--- src/rtl/lc3_exec_unit_pkg.sv ---
// Shared definitions for the LC3 execute/writeback slice:
// opcodes, sequencer states, NZP bit positions and the default width.
package lc3_pkg;

  localparam int unsigned WIDTH_DEF = 16;

  localparam logic [3:0] OP_ADD = 4'b0001;
  localparam logic [3:0] OP_AND = 4'b0101;
  localparam logic [3:0] OP_NOT = 4'b1001;

  // Bit positions inside the {N,Z,P} condition-code vector
  localparam int unsigned NZP_N = 2;
  localparam int unsigned NZP_Z = 1;
  localparam int unsigned NZP_P = 0;

  typedef enum logic [1:0] {
    IDLE  = 2'd0,
    ISSUE = 2'd1,
    EXEC  = 2'd2,
    WB    = 2'd3
  } state_e;

endpackage

--- src/rtl/lc3_exec_unit_if.sv ---
// Decoder-to-execute handshake: one decoded operate instruction per
// in_valid/in_ready transfer. master = decoder, slave = execute unit.
interface lc3_exec_unit_if #(
  parameter int unsigned RA_W = 3
) ();

  logic            in_valid;
  logic            in_ready;
  logic [3:0]      in_op;
  logic [RA_W-1:0] in_dr;
  logic [RA_W-1:0] in_sr1;
  logic [RA_W-1:0] in_sr2;
  logic            in_imm_sel;
  logic [4:0]      in_imm5;

  modport master (
    output in_valid, in_op, in_dr, in_sr1, in_sr2, in_imm_sel, in_imm5,
    input  in_ready
  );

  modport slave (
    input  in_valid, in_op, in_dr, in_sr1, in_sr2, in_imm_sel, in_imm5,
    output in_ready
  );

endinterface

--- src/rtl/lc3_exec_unit_alu.sv ---
// Combinational LC3 operate ALU: ADD / AND / NOT on two WIDTH-bit operands.
// legal_o flags whether op_i is one of the supported operate opcodes.
module lc3_alu
  import lc3_pkg::*;
#(
  parameter int unsigned WIDTH = WIDTH_DEF
) (
  input  logic [3:0]       op_i,
  input  logic [WIDTH-1:0] a_i,
  input  logic [WIDTH-1:0] b_i,
  output logic [WIDTH-1:0] result_o,
  output logic             legal_o
);

  // Opcode decode and result select; carry out of ADD is discarded
  always_comb begin
    result_o = '0;
    legal_o  = 1'b1;
    case (op_i)
      OP_ADD:  result_o = a_i + b_i;
      OP_AND:  result_o = a_i & b_i;
      OP_NOT:  result_o = ~a_i;
      default: legal_o  = 1'b0;
    endcase
  end

endmodule

--- src/rtl/lc3_exec_unit.sv ---
// LC3 execute/writeback sequencer for ADD/AND/NOT.
// IDLE -> ISSUE -> EXEC -> WB: presents register-file read addresses,
// waits out the file's one-cycle registered read, computes the result and
// drives the file's write port and the NZP condition codes.
// Optional build macro LC3_EXEC_IMM_BYPASS_EN: lets an instruction that needs
// no SR2 skip ISSUE when its SR1 address is already presented and unwritten.
// The writeback bus is named global_bus ('global' is an SV keyword).
module lc3_exec_unit
  import lc3_pkg::*;
#(
  parameter int unsigned WIDTH = WIDTH_DEF,
  parameter int unsigned RA_W  = 3
) (
  input  logic             clk,
  input  logic             rst_n,
  lc3_exec_unit_if.slave   dec,
  output logic [RA_W-1:0]  SR1,
  output logic [RA_W-1:0]  SR2,
  input  logic [WIDTH-1:0] SR1_OUT,
  input  logic [WIDTH-1:0] SR2_OUT,
  output logic [RA_W-1:0]  DR,
  output logic             ld_reg,
  output logic [WIDTH-1:0] global_bus,
  output logic             done,
  output logic             err,
  output logic [2:0]       nzp
);

  state_e           state_q, state_d;
  logic [RA_W-1:0]  sr1_q, sr1_d, sr2_q, sr2_d, dr_q, dr_d;
  logic [3:0]       op_q, op_d;
  logic             imm_sel_q, imm_sel_d;
  logic [4:0]       imm5_q, imm5_d;
  logic [WIDTH-1:0] global_q, global_d;
  logic             ld_reg_q, ld_reg_d, done_q, done_d, err_q, err_d;
  logic [2:0]       nzp_q, nzp_d, nzp_res;
  logic [WIDTH-1:0] operand_b, alu_res;
  logic             alu_legal;
  logic             accept;
  logic             skip_issue;

  assign accept = (state_q == IDLE) && dec.in_valid;

  assign operand_b = imm_sel_q ? {{(WIDTH-5){imm5_q[4]}}, imm5_q} : SR2_OUT;

  lc3_alu #(.WIDTH(WIDTH)) u_alu (
    .op_i     (op_q),
    .a_i      (SR1_OUT),
    .b_i      (operand_b),
    .result_o (alu_res),
    .legal_o  (alu_legal)
  );

  // One-hot condition code of the ALU result
  always_comb begin
    nzp_res = '0;
    if (alu_res[WIDTH-1])   nzp_res[NZP_N] = 1'b1;
    else if (alu_res == '0) nzp_res[NZP_Z] = 1'b1;
    else                    nzp_res[NZP_P] = 1'b1;
  end

`ifdef LC3_EXEC_IMM_BYPASS_EN
  logic sr1_ok_q, sr1_ok_d;

  // SR1_OUT is already valid when the same address has been held and not written
  assign skip_issue = sr1_ok_q && (dec.in_sr1 == sr1_q) &&
                      (dec.in_imm_sel || (dec.in_op == OP_NOT));

  // Track whether the presented SR1 address still reads current data
  always_comb begin
    sr1_ok_d = sr1_ok_q;
    if (accept) sr1_ok_d = 1'b1;
    if ((state_q == EXEC) && alu_legal && (dr_q == sr1_q)) sr1_ok_d = 1'b0;
  end

  // SR1-valid tracking register
  always_ff @(posedge clk or negedge rst_n) begin
    if (!rst_n) sr1_ok_q <= 1'b0;
    else        sr1_ok_q <= sr1_ok_d;
  end
`else
  assign skip_issue = 1'b0;
`endif

  // State register
  always_ff @(posedge clk or negedge rst_n) begin
    if (!rst_n) state_q <= IDLE;
    else        state_q <= state_d;
  end

  // Next-state logic
  always_comb begin
    state_d = state_q;
    case (state_q)
      IDLE:    if (dec.in_valid) state_d = skip_issue ? EXEC : ISSUE;
      ISSUE:   state_d = EXEC;
      EXEC:    state_d = WB;
      WB:      state_d = IDLE;
      default: state_d = IDLE;
    endcase
  end

  // Output / datapath next values; WB strobes are set up in EXEC so they are registered
  always_comb begin
    dec.in_ready = (state_q == IDLE);
    sr1_d        = sr1_q;
    sr2_d        = sr2_q;
    dr_d         = dr_q;
    op_d         = op_q;
    imm_sel_d    = imm_sel_q;
    imm5_d       = imm5_q;
    global_d     = global_q;
    nzp_d        = nzp_q;
    ld_reg_d     = 1'b0;
    done_d       = 1'b0;
    err_d        = 1'b0;
    if (accept) begin
      sr1_d     = dec.in_sr1;
      sr2_d     = dec.in_sr2;
      dr_d      = dec.in_dr;
      op_d      = dec.in_op;
      imm_sel_d = dec.in_imm_sel;
      imm5_d    = dec.in_imm5;
    end
    if (state_q == EXEC) begin
      global_d = alu_res;
      done_d   = 1'b1;
      ld_reg_d = alu_legal;
      err_d    = !alu_legal;
      if (alu_legal) nzp_d = nzp_res;
    end
  end

  // Datapath and output registers
  always_ff @(posedge clk or negedge rst_n) begin
    if (!rst_n) begin
      sr1_q     <= '0;
      sr2_q     <= '0;
      dr_q      <= '0;
      op_q      <= '0;
      imm_sel_q <= 1'b0;
      imm5_q    <= '0;
      global_q  <= '0;
      ld_reg_q  <= 1'b0;
      done_q    <= 1'b0;
      err_q     <= 1'b0;
      nzp_q     <= 3'b010;
    end else begin
      sr1_q     <= sr1_d;
      sr2_q     <= sr2_d;
      dr_q      <= dr_d;
      op_q      <= op_d;
      imm_sel_q <= imm_sel_d;
      imm5_q    <= imm5_d;
      global_q  <= global_d;
      ld_reg_q  <= ld_reg_d;
      done_q    <= done_d;
      err_q     <= err_d;
      nzp_q     <= nzp_d;
    end
  end

  assign SR1        = sr1_q;
  assign SR2        = sr2_q;
  assign DR         = dr_q;
  assign ld_reg     = ld_reg_q;
  assign global_bus = global_q;
  assign done       = done_q;
  assign err        = err_q;
  assign nzp        = nzp_q;

endmodule

--- src/flat_wrapper.sv ---
// flat-port wrapper written by rule: the top's interface ports become plain ports
module lc3_exec_unit_flat import lc3_pkg::*;
#(
  parameter int unsigned WIDTH = WIDTH_DEF,
  parameter int unsigned RA_W  = 3
)
  (clk, rst_n, SR1, SR2, SR1_OUT, SR2_OUT, DR, ld_reg, global_bus, done, err, nzp, dec_in_valid, dec_in_op, dec_in_dr, dec_in_sr1, dec_in_sr2, dec_in_imm_sel, dec_in_imm5, dec_in_ready);
  lc3_exec_unit_if #(.RA_W(RA_W)) dec_i ();
  input  logic clk;
  input  logic rst_n;
  output logic [RA_W-1:0] SR1;
  output logic [RA_W-1:0] SR2;
  input  logic [WIDTH-1:0] SR1_OUT;
  input  logic [WIDTH-1:0] SR2_OUT;
  output logic [RA_W-1:0] DR;
  output logic ld_reg;
  output logic [WIDTH-1:0] global_bus;
  output logic done;
  output logic err;
  output logic [2:0] nzp;
  input wire logic [$bits(dec_i.in_valid)-1:0] dec_in_valid;
  input wire logic [$bits(dec_i.in_op)-1:0] dec_in_op;
  input wire logic [$bits(dec_i.in_dr)-1:0] dec_in_dr;
  input wire logic [$bits(dec_i.in_sr1)-1:0] dec_in_sr1;
  input wire logic [$bits(dec_i.in_sr2)-1:0] dec_in_sr2;
  input wire logic [$bits(dec_i.in_imm_sel)-1:0] dec_in_imm_sel;
  input wire logic [$bits(dec_i.in_imm5)-1:0] dec_in_imm5;
  output wire logic [$bits(dec_i.in_ready)-1:0] dec_in_ready;
  assign dec_i.in_valid = dec_in_valid;
  assign dec_i.in_op = dec_in_op;
  assign dec_i.in_dr = dec_in_dr;
  assign dec_i.in_sr1 = dec_in_sr1;
  assign dec_i.in_sr2 = dec_in_sr2;
  assign dec_i.in_imm_sel = dec_in_imm_sel;
  assign dec_i.in_imm5 = dec_in_imm5;
  assign dec_in_ready = dec_i.in_ready;
  lc3_exec_unit #(.WIDTH(WIDTH), .RA_W(RA_W)) u_core (.clk(clk), .rst_n(rst_n), .dec(dec_i), .SR1(SR1), .SR2(SR2), .SR1_OUT(SR1_OUT), .SR2_OUT(SR2_OUT), .DR(DR), .ld_reg(ld_reg), .global_bus(global_bus), .done(done), .err(err), .nzp(nzp));
endmodule
--- config.mk ---
export PLATFORM = sky130hd
export DESIGN_NAME = lc3_exec_unit_flat
export DESIGN_NICKNAME = d
export VERILOG_FILES = /design/src/rtl/lc3_exec_unit_pkg.sv /design/src/rtl/lc3_exec_unit_if.sv /design/src/rtl/lc3_exec_unit_alu.sv /design/src/rtl/lc3_exec_unit.sv /design/src/flat_wrapper.sv
export SDC_FILE = /design/constraint.sdc
export NUM_CORES = 1
export LEC_CHECK = 0
export ABC_CLOCK_PERIOD_IN_PS = 3090
export CAP_MARGIN = 20
export CORE_MARGIN = 2
export CORE_UTILIZATION = 49
export CTS_CLUSTER_DIAMETER = 40
export DETAILED_ROUTE_END_ITERATION = 7
export PLACE_DENSITY_LB_ADDON = 0.1
export SYNTH_ARGS = -nofsm -noshare
export SYNTH_HDL_FRONTEND = slang
export SYNTH_SLANG_ARGS = --single-unit
--- constraint.sdc ---
create_clock -name clk -period 3.09 [get_ports clk]
set_input_delay 0.7725 -clock clk [delete_from_list [all_inputs] [get_ports clk]]
set_output_delay 0.7725 -clock clk [all_outputs]
set_load 0.02 [all_outputs]
Word-level counts from Yosys, hierarchy flattened
Cells that the tools add are included.
{"block": "word_totals", "out_inout_bits": 32, "input_bits": 54, "reg_bits": 43}
{"block": "classes", "n_eq_ne": 7, "muxes": 12, "bitwise_logic": 2, "n_addsub": 1, "reduce_logical": 6}
{"cell": "16-bit case mux with 3 select lines", "n": 1}
{"cell": "16-bit adder", "n": 1}
{"cell": "16-bit AND", "n": 1}
{"cell": "16-bit zero test", "n": 1}
{"cell": "16-bit two-way mux", "n": 1}
{"cell": "16-bit NOT", "n": 1}
{"cell": "2-bit case mux with 4 select lines", "n": 1}
{"cell": "1-bit two-way mux", "n": 7}
{"cell": "2-bit == test (second input constant)", "n": 2}
{"cell": "4-bit by 1-bit == test with 1-bit output (second input constant)", "n": 1}
{"cell": "4-bit by 3-bit == test with 1-bit output (second input constant)", "n": 1}
{"cell": "4-bit == test (second input constant)", "n": 1}
{"cell": "2-bit two-way mux", "n": 2}
{"cell": "3-bit OR reduction", "n": 1}
{"cell": "2-bit by 1-bit == test with 1-bit output (second input constant)", "n": 1}
{"cell": "2-bit zero test", "n": 1}
{"cell": "2-bit inequality test (second input constant)", "n": 1}
{"cell": "2-bit AND reduction", "n": 1}
{"cell": "1-bit logical AND", "n": 1}
{"cell": "1-bit zero test", "n": 1}

Logic depth before layout (Yosys ltp)
Gate-level depths: netlist of the first run.
{"block": "depth", "ltp_word": 6, "mapped_depth": 14, "mapped_depth_nobuf": 12}

Cells and area by module
A second synthesis of the first run with hierarchy kept.
{"block": "unflattened", "hier_cells": 273, "hier_area_um2": 2844.0}
{"mod": "lc3_exec_unit", "n_inst": 1, "area_each_um2": 1854.3, "cells_each": 136}
{"mod": "lc3_alu", "n_inst": 1, "area_each_um2": 989.7, "cells_each": 137}

Worst setup path after synthesis of the first run
No wires, ideal clock.
{"block": "synth_timing", "kind": "input to register", "from": "in SR2_OUT[0]", "to": "reg u_core.nzp_q[0] (netlist: u_core.nzp[0])", "required_ns": 2.971, "t_arrival_ns": 2.863, "setup_slack_ns": 0.108, "path_buffers": 0, "stages": 12, "setup_ns": 0.119, "cell_sequence": "mux2_2 -> ha_1 -> inv_1 -> fa_1 -> nor2b_1 -> o2111ai_1 -> and2_1 -> o2111a_1 -> nor3_1 -> and4_1 -> nand4_1 -> o21ba_1"}
{"block": "synth_via", "elab_chain_cells": 6}
{"element": "from (decl)", "line": "flat_wrapper.sv:14", "text": "input logic [WIDTH-1:0] SR2_OUT;"}
{"element": "16-bit two-way mux *", "line": "lc3_exec_unit.sv:44", "text": "assign operand_b = imm_sel_q ? {{(WIDTH-5){imm5_q[4]}}, imm5_q} : SR2_OUT;"}
{"element": "16-bit adder or 16-bit AND (tied branches)", "line": "lc3_exec_unit_alu.sv:20, lc3_exec_unit_alu.sv:21"}
{"element": "16-bit case mux with 3 select lines *", "line": "lc3_exec_unit_alu.sv:19", "text": "case (op_i)"}
{"element": "16-bit zero test", "line": "lc3_exec_unit.sv:58", "text": "else if (alu_res == '0) nzp_res[NZP_Z] = 1'b1;"}
{"element": "1-bit two-way mux", "line": "lc3_exec_unit.sv:58"}
{"element": "2-bit two-way mux *", "line": "lc3_exec_unit.sv:57", "text": "if (alu_res[WIDTH-1]) nzp_res[NZP_N] = 1'b1;"}
{"element": "to (signal assigned)", "line": "lc3_exec_unit.sv:159", "text": "nzp_q <= nzp_d;"}
{"element": "to (decl)", "line": "lc3_exec_unit.sv:36", "text": "logic [2:0] nzp_q, nzp_d, nzp_res;"}
Every way passes the cells marked *; elsewhere a longest branch is shown, timed or not.
A chain may end at the register's enable or synchronous reset.

Worst setup path in the final report of the first run
{"block": "layout_timing", "from": "in SR2_OUT[7]", "to": "reg u_core.nzp_q[0] (netlist: u_core.nzp[0])"}
The elaborated chain is that of the path after synthesis.

==> metrics.log, run 1 <==
[metrics] Critical Path Source Type: input port
[metrics] cell family with most CP delay: simple AND/OR/NAND/NOR gates
[metrics] Period Utilization, post-route: 97.9%
[metrics] largest net degree at the start of global routing: 44
[metrics] actual transition at the worst max-transition pin: 0.940 ns
[metrics] Final setup viols: 0
[metrics] via count normalized by instance count: 5.87
[metrics] number of synthesized flops with an enable pin: 0
[metrics] clock input transition at the sequential cells of the worst setup and hold paths: 0.08 ns
[metrics] mean post-synth cell area: 8.91 um^2
[metrics] Antenna Nets Post-Route: 0
[metrics] Yosys top cell area share: 33.9%
[metrics] most utilized layer in the global route result: met2
[metrics] status: completed
[metrics] syn_nets: 421
[metrics] Setup Skew: 0.0132 ns
[metrics] antenna violations before repair: 0
[metrics] detail-routed net length per standard cell: 18.5 um
[metrics] first-pass GRT wire length: 16500 um
[metrics] post-layout instance area: 0.00490 mm^2
[metrics] shortest clock period the worst path allows after layout: 3.03 ns
[metrics] Max Freq: 330 MHz
[metrics] Setup crit start: SR2_OUT[7]
[metrics] hpwl dp: 7880 um
[metrics] worst-path cell with the longest stage delay: sky130_fd_sc_hd__or4_1
[metrics] source of the worst register-to-register timing path: u_core.imm_sel_q
[metrics] gpl congestion: 0.924
[metrics] clock sinks: 43
[metrics] final-report hold violation count: 0
[metrics] TritonCTS clock tree: yes
[metrics] fraction of layout instances using a drive strength above 1: 32.1%
[metrics] register bit total from synthesis: 43
[metrics] first-iteration detailed-routing DRC count: 213
[metrics] fraction of met1 tracks used by global routing: 35.1%
[metrics] share of the yosys chip area belonging to registers: 34.8%
[metrics] largest stage delay on the critical path: 0.50 ns
[metrics] max-cap violation count: 0
[metrics] critical path, cell by cell: clkdlybuf4s50_1 > inv_1 > o21ai_0 > ha_2 > nand2_2 > buf_4 > or4_1 > a31oi_1 > o211a_1 > and3b_1 > nand4_1 > o21ba_1
[metrics] total overflow reported by the global router: 0
[metrics] total instance count after detailed placement: 555
[metrics] type of destination of the critical path: flop
[metrics] Cell Area, Placed: 0.00444 mm^2
[metrics] area of the core: 0.00603 mm^2
[metrics] Vias: 3362
[metrics] maximum VDD drop: 0.771 mV
[metrics] via count of the first global-routing pass: 3477
[metrics] Max Transition Viols Final: 0
[metrics] share of synthesized flip-flops with an asynchronous set or reset: 100%
[metrics] Post-Syn Area: 0.00310 mm^2
[metrics] Top-Level Pins: 86
[metrics] routed wire length: 10600 um
[metrics] Die Outline Area: 0.00698 mm^2
[metrics] biggest area consumer among synthesized cells: sky130_fd_sc_hd__dfrtp_1
[metrics] worst-case headroom to the max-slew limit: 37.3%
[metrics] Setup CP Type: input port to flop
[metrics] number of instances in the synthesized netlist: 348
[metrics] dominant cells by area after synthesis: sky130_fd_sc_hd__dfrtp_1 (34%), sky130_fd_sc_hd__mux2_2 (8.7%), sky130_fd_sc_hd__ha_1 (7.3%)
[metrics] number of flip-flops in the largest register: 16
[metrics] routing usage on met3: 4.85%
[metrics] sum of buffers and inverters on the critical path: 3
[metrics] clock latency on the worst-skew pair: 0.31 ns
[metrics] signal arrival time at the worst endpoint: 3.27 ns
[metrics] port buffer count: 85
[metrics] H-tree levels: 2
[metrics] hold-fix buffers at CTS: 0
[metrics] required time of the critical path: 3.33 ns
[metrics] count of cell types in the netlist: 58
[metrics] maximum count of clock buffers along a single path: 2
[metrics] area grow syn2layout: 58.0%
[metrics] ys flop type: sky130_fd_sc_hd__dfrtp_1
[metrics] total power per unit cell area: 1100 mW/mm^2
[metrics] net count of the finished layout: 570
[metrics] static leakage: 2.14 nW
[metrics] Remaining DRCs: 0
[metrics] die width: 83.5 um
[metrics] CTS Buf Count: 5
[metrics] warning count from the yosys run: 0
[metrics] CTS root buf: sky130_fd_sc_hd__clkbuf_8
[metrics] detailed-router iteration count before antenna repair: 5
[metrics] non-filler cells in the finished layout: 573
[metrics] aggregate global-route resource usage: 29.7%
[metrics] path class of the lowest-slack min-delay path: flop to flop
[metrics] antenna cells: 0
[metrics] initial cell density of the core: 51.4%
[metrics] Row Count: 28
[metrics] chip height: 83.5 um
[metrics] met2 Track Usage GR: 53.7%
[metrics] largest driver fanout on the critical path: 5
[metrics] beginning of the worst hold path: u_core.nzp[1]
==> final timing paths <==
| kind | endpoint | slack (ns) | cells past startpoint |
|---|---|---|---|
| min reg2reg | u_core.nzp[1] | 0.50 | 2 |
| min | u_core.nzp[1] | 0.50 | 2 |
| max | u_core.nzp[0] | 0.06 | 12 |
| max in group asynchronous | u_core.imm_sel_q | 1.83 | 1 |
| max reg2reg | u_core.nzp[0] | 0.14 | 12 |
| min in group asynchronous | u_core.global_bus[12] | 0.60 | 1 |
==> cell type report <==
cell class | count | area (um^2)
multi-input combinational | 265 | 2130
timing repair buffer | 161 | 1430
fill | 388 | 1130
sequential | 43 | 1080
tap | 75 | 93.8
inverter | 21 | 78.8
clock buffer | 6 | 72.6
clock inverter | 2 | 12.5
==> synthesized netlist by cell type, types with 3 or more instances <==
master                      number
sky130_fd_sc_hd__o22ai_1         3
sky130_fd_sc_hd__nand2_1        29
sky130_fd_sc_hd__nand3_1         5
sky130_fd_sc_hd__nor3_1          5
sky130_fd_sc_hd__o211ai_1        3
sky130_fd_sc_hd__and2_1          3
sky130_fd_sc_hd__nor2b_1         4
sky130_fd_sc_hd__a31oi_1         7
sky130_fd_sc_hd__ha_1           18
sky130_fd_sc_hd__inv_1          21
sky130_fd_sc_hd__o211a_1         4
sky130_fd_sc_hd__dfrtp_1        42
sky130_fd_sc_hd__o31ai_1         4
sky130_fd_sc_hd__xor2_1          4
sky130_fd_sc_hd__nor4_1          3
sky130_fd_sc_hd__mux2_2         24
sky130_fd_sc_hd__mux2i_1         6
sky130_fd_sc_hd__o21ai_0        34
sky130_fd_sc_hd__a21o_1          3
sky130_fd_sc_hd__o21a_1          5
sky130_fd_sc_hd__nand2b_1        5
sky130_fd_sc_hd__nand4_1         4
sky130_fd_sc_hd__nor2_1         26
sky130_fd_sc_hd__o2bb2ai_1       4
sky130_fd_sc_hd__a21oi_1        28
sky130_fd_sc_hd__clkbuf_1       14
sky130_fd_sc_hd__a22o_1          3
==> kinds of logic (layout without fill, tap and decap cells) <==
family	Yosys count	in the layout	synth area share (%)
compound gates	113	113	23.8
simple gates	97	97	15.7
flops	43	43	34.8
buf+inv	40	190	5.45
mux	30	30	10.7
fa+ha+maj	19	19	7.91
xor+xnor	6	6	1.70
==> metrics by stage <==
step	hold WS, ns	utilization, %	setup TNS (ns)	setup slack (ns)	power, mW
final	0.504	81.3	0	0.0635	5.36
after global routing	0.525	81.3	-0.105	-0.0657	5.70
after CTS	0.498	78.1	0	0.000517	5.02
after detailed placement	0.480	73.8	-3.74	-0.526	4.40
after global placement	0.472	73.8	-2.87	-0.444	4.30
after floorplan	0.474	-	0	0.108	2.97
==> worst min-delay path, cell delays in order, from the launching register on <==
cell	delay, ns
sky130_fd_sc_hd__dfstp_2	0.38
sky130_fd_sc_hd__nand2_1	0.06
sky130_fd_sc_hd__o21ai_0	0.07
==> what timing repair did <==
action | CTS | global route
pin swaps | 26 | 33
resized for setup | 32 | 45
endpoints found under the hold margin | 0 | 0
setup buffers | 9 | 3
gates cloned | 0 | 0
endpoints found under the setup margin | 5 | 5
==> report_power, final <==
part / internal (mW) / switching (mW) / total (mW)
combinational: 1.94 / 1.98 / 3.93
sequential: 0.833 / 0.231 / 1.06
clock: 0.159 / 0.214 / 0.372
==> metal layers <==
layer	wire length [um]	up-vias
met5	0	-
met4	365	0
met3	520	29
met2	5550	148
met1	4140	1631
li1	-	1554
==> placed cells by master (no fill, tap or decap), types with 11 or more instances in the layout <==
cell and count:
sky130_fd_sc_hd__o21ai_0 23, sky130_fd_sc_hd__ha_1 11, sky130_fd_sc_hd__nand2_1 26, sky130_fd_sc_hd__inv_1 19, sky130_fd_sc_hd__buf_4 73, sky130_fd_sc_hd__mux2_2 21, sky130_fd_sc_hd__a21oi_1 24, sky130_fd_sc_hd__dfrtp_1 41
sky130_fd_sc_hd__clkdlybuf4s50_1 75, sky130_fd_sc_hd__nor2_1 26
Power figures use the tool's default switching activity.
==> inputs of run 2 (changes only) <==
- GPL_TIMING_DRIVEN: not set -> 0
- SLEW_MARGIN: not set -> 5
==> run 2 against run 1 <==
Clock-buffer cell count down 1. Power is 7.3% lower. Maximum frequency is 1.4% lower. Critical endpoint unchanged. Non-clock buffer count fell by 37. Largest power group unchanged. Wire length shrank 9.6%. Hold slack got worse by 0.21 ns. Combinational power fell by 10%. Highest routed layer unchanged. Worst setup slack worse by 0.044 ns. Cell count is 6.5% lower. Global-route usage down 2.4 points. Clock power up 18%.
==> metrics.log, run 2 (synthesized netlist as in run 1, its figures left out) <==
[metrics] Clock power frac: 8.8% (was 6.9%)
[metrics] TritonCTS clock tree: yes (unchanged)
[metrics] hold-fix buffers at CTS: 0 (unchanged)
[metrics] maximum count of clock buffers along a single path: 2 (unchanged)
[metrics] aggregate global-route resource usage: 27.3% (was 29.7%)
[metrics] post-route setup TNS: 0 ns (unchanged)
[metrics] Top-Level Pins: 86 (unchanged)
[metrics] total power per unit cell area: 1100 mW/mm^2 (about the same)
[metrics] via count of the first global-routing pass: 3143 (was 3477)
[metrics] hpwl dp: 6950 um (was 7880 um)
[metrics] port buffer count: 85 (unchanged)
[metrics] Sequential Power Share: 20.2% (was 19.8%)
[metrics] area grow syn2layout: 45.9% (was 58.0%)
[metrics] net count of the finished layout: 533 (was 570)
[metrics] worst-path cell with the longest stage delay: sky130_fd_sc_hd__clkdlybuf4s50_1 (was sky130_fd_sc_hd__or4_1)
[metrics] Met3 Routed Length: 542 um (was 520 um)
[metrics] Vias: 3150 (was 3362)
[metrics] required time of the critical path: 3.29 ns (was 3.33 ns)
[metrics] path class of the lowest-slack min-delay path: input port to async pin (was flop to flop)
[metrics] die width: 83.5 um (unchanged)
[metrics] antenna cells: 0 (unchanged)
[metrics] Final setup viols: 0 (unchanged)
[metrics] Period Utilization, post-route: 99.4% (was 97.9%)
[metrics] total instance count after detailed placement: 509 (was 555)
[metrics] initial cell density of the core: 51.4% (unchanged)
[metrics] first-pass GRT wire length: 15400 um (was 16500 um)
[metrics] clock sinks: 43 (unchanged)
[metrics] Die Outline Area: 0.00698 mm^2 (unchanged)
[metrics] proportion of power drawn by combinational gates: 71.0% (was 73.2%)
[metrics] type of destination of the critical path: flop (unchanged)
[metrics] length of routed wiring on met1: 4090 um (was 4140 um)
[metrics] status: completed (unchanged)
[metrics] sum of buffers and inverters on the critical path: 2 (was 3)
[metrics] Max Freq: 326 MHz (was 330 MHz)
[metrics] CTS root buf: sky130_fd_sc_hd__clkbuf_8 (unchanged)
[metrics] clock latency on the worst-skew pair: 0.30 ns (was 0.31 ns)
[metrics] signal arrival time at the worst endpoint: 3.27 ns (about the same)
[metrics] largest net degree at the start of global routing: 39 (was 44)
[metrics] final-report hold violation count: 0 (unchanged)
[metrics] cell family with most CP delay: compound AO/OA/AOI/OAI gates (was simple AND/OR/NAND/NOR gates)
[metrics] actual transition at the worst max-transition pin: 0.555 ns (was 0.940 ns)
[metrics] routed wire length: 9570 um (was 10600 um)
[metrics] switching part of the total: 45.6% (was 45.3%)
[metrics] detail-routed net length per standard cell: 17.9 um (was 18.5 um)
[metrics] power dissipated by switching net loads: 2.27 mW (was 2.43 mW)
[metrics] largest stage delay on the critical path: 0.45 ns (was 0.50 ns)
[metrics] leading cell type in the layout, fill and taps excluded: sky130_fd_sc_hd__clkdlybuf4s50_1 (unchanged)
[metrics] via count normalized by instance count: 5.88 (was 5.87)
[metrics] internal power contribution: 2.70 mW (was 2.93 mW)
[metrics] fraction of layout instances using a drive strength above 1: 21.9% (was 32.1%)
[metrics] Critical Path Source Type: input port (unchanged)
[metrics] total overflow reported by the global router: 0 (unchanged)
[metrics] gpl congestion: 0.938 (was 0.924)
[metrics] detailed route wirelength on metal2: 4670 um (was 5550 um)
[metrics] final design utilization: 75.0% (was 81.3%)
[metrics] H-tree levels: 2 (unchanged)
[metrics] Max Transition Viols Final: 0 (unchanged)
[metrics] Setup Skew: 0.0123 ns (was 0.0132 ns)
[metrics] maximum VDD drop: 0.724 mV (was 0.771 mV)
[metrics] clock input transition at the sequential cells of the worst setup and hold paths: 0.09 ns (was 0.08 ns)
[metrics] Row Count: 28 (unchanged)
[metrics] first-iteration detailed-routing DRC count: 145 (was 213)
[metrics] static leakage: 1.91 nW (was 2.14 nW)
[metrics] detailed-router iteration count before antenna repair: 4 (was 5)
[metrics] shortest clock period the worst path allows after layout: 3.07 ns (was 3.03 ns)
[metrics] area of the core: 0.00603 mm^2 (unchanged)
[metrics] largest driver fanout on the critical path: 4 (was 5)
[metrics] non-filler cells in the finished layout: 536 (was 573)
[metrics] max-cap violation count: 0 (unchanged)
[metrics] CTS Buf Count: 5 (unchanged)
[metrics] setup repair after global routing missed its margin: true
[metrics] number of flip-flops in the largest register: 16 (unchanged)
[metrics] worst-case headroom to the max-slew limit: 63.0% (was 37.3%)
[metrics] commonest non-fill, non-tap cells in the layout: sky130_fd_sc_hd__clkdlybuf4s50_1 (77), sky130_fd_sc_hd__dfrtp_1 (41), sky130_fd_sc_hd__nand2_1 (27) (was sky130_fd_sc_hd__clkdlybuf4s50_1 (75), sky130_fd_sc_hd__buf_4 (73), sky130_fd_sc_hd__dfrtp_1 (41))
[metrics] chip height: 83.5 um (unchanged)
[metrics] Antenna Nets Post-Route: 0 (unchanged)
[metrics] critical path, cell by cell: clkdlybuf4s50_1 > inv_1 > o21ai_2 > ha_4 > a21oi_4 > o211ai_1 > and2_4 > or3_1 > a31oi_1 > and3b_1 > nand4_1 > o21ba_1 (was clkdlybuf4s50_1 > inv_1 > o21ai_0 > ha_2 > nand2_2 > buf_4 > or4_1 > a31oi_1 > o211a_1 > and3b_1 > nand4_1 > o21ba_1)
[metrics] Remaining DRCs: 0 (unchanged)
[metrics] Setup CP Type: input port to flop (unchanged)
[metrics] topmost layer with routed signal wires: met4 (unchanged)
[metrics] antenna violations before repair: 0 (unchanged)
==> run 2: power by group through the flow <==
stage	Sequential [mW]	Combinational [mW]	Clock, mW
after floorplan	1.19	1.77	0
after global placement	0.969	2.91	0
after CTS	1.00	3.24	0.448
after global routing	1.04	3.80	0.474
after detailed placement	0.984	2.96	0
final	1.00	3.53	0.438
==> run 2: per-stage QoR <==
step / instance area (um^2) / hold slack, ns / power (mW) / setup slack (ns)
3_5_place_dp: 4060 / 0.472 / 3.94 / -0.865
3_3_place_gp: 4040 / 0.465 / 3.88 / -0.858
2_1_floorplan: 3100 / 0.474 / 2.97 / 0.108
5_1_grt: 4520 / 0.287 / 5.32 / -0.0812
6_report: 4520 / 0.294 / 4.97 / 0.0196
4_1_cts: 4390 / 0.292 / 4.69 / 0.00204
==> run 2: worst paths after layout <==
| kind | start | to | slack (ns) | cells after the start |
|---|---|---|---|---|
| worst max-delay path | SR2_OUT[6] | u_core.nzp[0] | 0.02 | 12 |
| worst min-delay path | rst_n | u_core.global_bus[11] | 0.29 | 1 |
| worst max register to register | u_core.imm_sel_q | u_core.nzp[0] | 0.09 | 13 |
| worst min register to register | u_core.nzp[1] | u_core.nzp[1] | 0.47 | 2 |
| max in group asynchronous | rst_n | u_core.nzp[1] | 2.32 | 2 |
| min in group clk | u_core.nzp[1] | u_core.nzp[1] | 0.47 | 2 |
==> run 2: cell type report <==
class / instances / area (um^2)
multi-input cells: 265 / 2050
well taps: 75 / 93.8
fillers: 475 / 1510
repair buffers: 106 / 1010
clock buffers: 5 / 68.8
clock inverters: 3 / 43.8
flip-flops and latches: 43 / 1080
plain buffers: 18 / 93.8
inverters: 21 / 78.8
==> run 2: timing repair <==
action	in CTS	in global routing
endpoints found under the setup margin	7	5
gates resized for setup	34	31
setup buffers	17	3
pin swaps	27	18
==> run 2: routing by layer <==
metal	vias up	track usage, %
li1	1493	-
met1	1517	34.7
met2	111	46.3
met3	29	5.54
met4	0	9.68
met5	-	0
